## config.mk

```make
export PLATFORM = sky130hd
export DESIGN_NAME = delay_line
export DESIGN_NICKNAME = d
export VERILOG_FILES = /design/src/rtl/checker_pkg.sv /design/src/rtl/result_checker_delay_line.sv
export SDC_FILE = /design/constraint.sdc
export NUM_CORES = 1
export LEC_CHECK = 0
export CAP_MARGIN = 40
export CORE_AREA = 10 10 47 49
export CTS_CLUSTER_DIAMETER = 60
export DETAILED_ROUTE_END_ITERATION = 8
export DIE_AREA = 0 0 57 59
export PLACE_DENSITY_LB_ADDON = 0.15
export SYNTH_ARGS = -nofsm -noshare
export SYNTH_HDL_FRONTEND = slang
export SYNTH_SLANG_ARGS = --single-unit
```

## constraint.sdc

```tcl
create_clock -name clk -period 1 [get_ports clk]
set_clock_uncertainty 0.05 [all_clocks]
set_input_delay 0.15 -clock clk [delete_from_list [all_inputs] [get_ports clk]]
set_output_delay 0.15 -clock clk [all_outputs]
set_load 0.01 [all_outputs]
```

## src/rtl/checker_pkg.sv

```systemverilog
// Shared types for the result checker: run states, pipeline tag
// and the supported latency ceiling.
package checker_pkg;

  localparam int LAT_MAX = 8;

  typedef enum logic [1:0] {
    IDLE = 2'd0,
    RUN  = 2'd1,
    DONE = 2'd2
  } state_t;

  typedef struct packed {
    logic       valid;
    logic [7:0] exp;
  } tag_t;

  function automatic tag_t make_tag(
    input logic       v,
    input logic [7:0] x,
    input logic [7:0] y
  );
    tag_t t;
    t.valid = v;
    t.exp   = x + y;
    return t;
  endfunction

endpackage

```

## src/rtl/result_checker_delay_line.sv

```systemverilog
// Fixed-depth shift pipeline of expected-result tags; shifts every
// cycle, and a synchronous flush empties every stage at once.
module delay_line
  import checker_pkg::*;
#(
  parameter int DEPTH = 1
) (
  input  logic clk,
  input  logic rst_n,
  input  logic i_flush,
  input  tag_t i_d,
  output tag_t o_q
);

  tag_t r_stage [DEPTH];

  always_ff @(posedge clk or negedge rst_n) begin
    if (!rst_n) begin
      for (int i = 0; i < DEPTH; i++) begin
        r_stage[i] <= '0;
      end
    end else if (i_flush) begin
      for (int i = 0; i < DEPTH; i++) begin
        r_stage[i] <= '0;
      end
    end else begin
      r_stage[0] <= i_d;
      for (int i = 1; i < DEPTH; i++) begin
        r_stage[i] <= r_stage[i-1];
      end
    end
  end

  assign o_q = r_stage[DEPTH-1];

endmodule

```

==> run_results.csv <==
group,metric,value,unit
run_status,status,"finished clean",
global_routing,grt_pass1_vias,288,
logic_synthesis,syn_inst,18,
global_routing,grt_first_pass_wirelength,1300,microns
routing,wire_per_inst,13.7,microns
routing,wl,820,microns
logic_synthesis,yosysSeqAreaShare,80.0,%
global_routing,track_usage,5.18,%
die,ios,21,
die,die_width,57,microns
sta,worst_pin_slew,0.405,ns
die,fp.dieArea,3360,sq um
layout,drive_gt1_share,31.8,%
sta,hold_viol,0,
place,port_buffers,20,
layout,fin_nets,57,
logic_synthesis,ys_warn_count,0,
cts,cts_buffers,3,
setup_path,slowest_delay,0.36,ns
power,p_leak,0.246,nW
logic_synthesis,syn_nets,30,
logic_synthesis,synth_edf_count,0,
die,coreArea,1400,sq um
cts,h-tree-depth,1,
setup_path,crit_path_cell_trace,"buf_2",
cts,clock_path_buffers,2,
routing,vias,222,
sta,worst_slack,0.0396,ns
setup_path,path_max_fanout,1,
worst_hold_path,hp-class,"input pin to async pin",
global_routing,grt_max_degree,10,
logic_synthesis,async_reset_ff_share,100,%
routing,drtIter0Drc,0,
logic_synthesis,synth_seq_cells,9,
sta,fin_crit_sh,96.0,%
global_routing,antenna_found_initial,0,
logic_synthesis,syn_avg_cell_area,15.6,sq um
global_routing,grt-ovfl-total,0,
setup_path,cpMaxStageDelayCell,"dfrtp_1",
logic_synthesis,synth_top_area_cell,"dfrtp_1",
routing,firstDrtPassIters,1,
logic_synthesis,yosysUniqueCellTypes,2,
layout,area_growth_syn_to_layout,76.9,%
sta,rsz0062_at_grt,"yes",
power,finalPower,0.768,mW
sta,fmaxAchievable,1.04,GHz
routing,ant_nets,0,
setup_path,cp-end-kind,"output port",
cts,clk_pin_slew_worst_paths,0.06,ns
sta,fin_crit,0.960,ns
power,vdd_ir_drop_max,0.503,mV
place,dp_slack,-0.0604,ns
sta,maxSlewViolCount,0,
place,gp_congestion,0.596,
setup_path,crit_family,"flip-flops",
setup_path,crit_buf_inv,1,
die,start_util,20.1,%
cts,cts.sinks,9,
run,max_cap_viol_count,0,
place,dpl_cell_area,517,sq um
logic_synthesis,synth_common_cells,"dfrtp_1 (9), nor2b_1 (9)",
place,placed_cells,56,
logic_synthesis,ys.flop_type,"dfrtp_1",
routing,routed_via_density,3.70,
setup_path,arrival,0.76,ns
layout,antennaDiodeCount,0,
die,core.rowCount,14,
layout,fin_area,498,sq um
layout,largest_reg_flops,9,
sta,setup_viol,0,
sta,max_slew_margin,72.9,%
setup_path,crit_cells,1,
cts,clockRootBuffer,"clkbuf_4",
setup_path,path_class,"register to output port",
layout,stdcell_count,60,
power,power_density,1540,nW/um^2
logic_synthesis,synth_top_area_share,80.0,%
logic_synthesis,synth_area,282,sq um
cts,hold_buffers,0,
sta,finalSetupTns,0,ns
cts,cts_tree,"yes",
logic_synthesis,yosys-top-cells-area,"dfrtp_1 (80%), nor2b_1 (20%)",
setup_path,startpoint_type,"register",
routing,drc,0,
die,die_h,59,microns
setup_path,required,0.80,ns
-- stage by stage --
stage | hold WS, ns | util [%]
4_1_cts | 0.136 | 35.5
3_3_place_gp | 0.410 | 36.9
5_1_grt | 0.153 | 35.5
3_5_place_dp | 0.423 | 36.9
2_1_floorplan | -0.196 | -
6_report | 0.132 | 35.5
-- report_power, final --
group	internal (mW)	switching, mW	total [mW]	leakage [nW]
Sequential	0.382	0.00384	0.386	0.116
Clock	0.154	0.127	0.281	0.0150
Combinational	0.0634	0.0384	0.102	0.115
-- layout by cell type (no fill, tap or decap) --
cell,netlist,routed
buf_4,0,2
dfrtp_1,9,9
buf_2,0,9
clkbuf_4,0,3
nor2b_1,9,9
clkbuf_1,0,1
clkdlybuf4s50_1,0,11
-- cells by family after synthesis --
kind of cell	synth area share, %
simple gates	20.0
flops	80.0
-- what timing repair did --
item	in CTS	in global routing
setup buffers	0	0
endpoints found under the setup margin	9	2
resized for setup	36	0
gates cloned	0	0
-- per-layer routing --
metal  share of wire [%]  global-route usage, %
met5                   0                      0
met1                  39                   4.97
met4                   0                   4.03
met3                 9.6                   2.79
met2                  52                   8.22
-- path summary, 6_finish.rpt --
kind | to | from | slack [ns]
worst max-delay path | o_q[7] | o_q[7] | 0.04
worst min-delay path | o_q[6] | rst_n | 0.13
max in group asynchronous | o_q[0] | rst_n | 0.48
min in group clk | o_q[4] | i_d[4] | 0.38
-- cell type report --
class | instances | area [sq um]
Fill cell | 148 | 903
Sequential cell | 9 | 225
Timing Repair Buffer | 22 | 170
Multi-Input combinational cell | 9 | 56.3
Clock buffer | 4 | 26.3
Tap cell | 16 | 20.0
(Power assumes the default switching activity.)
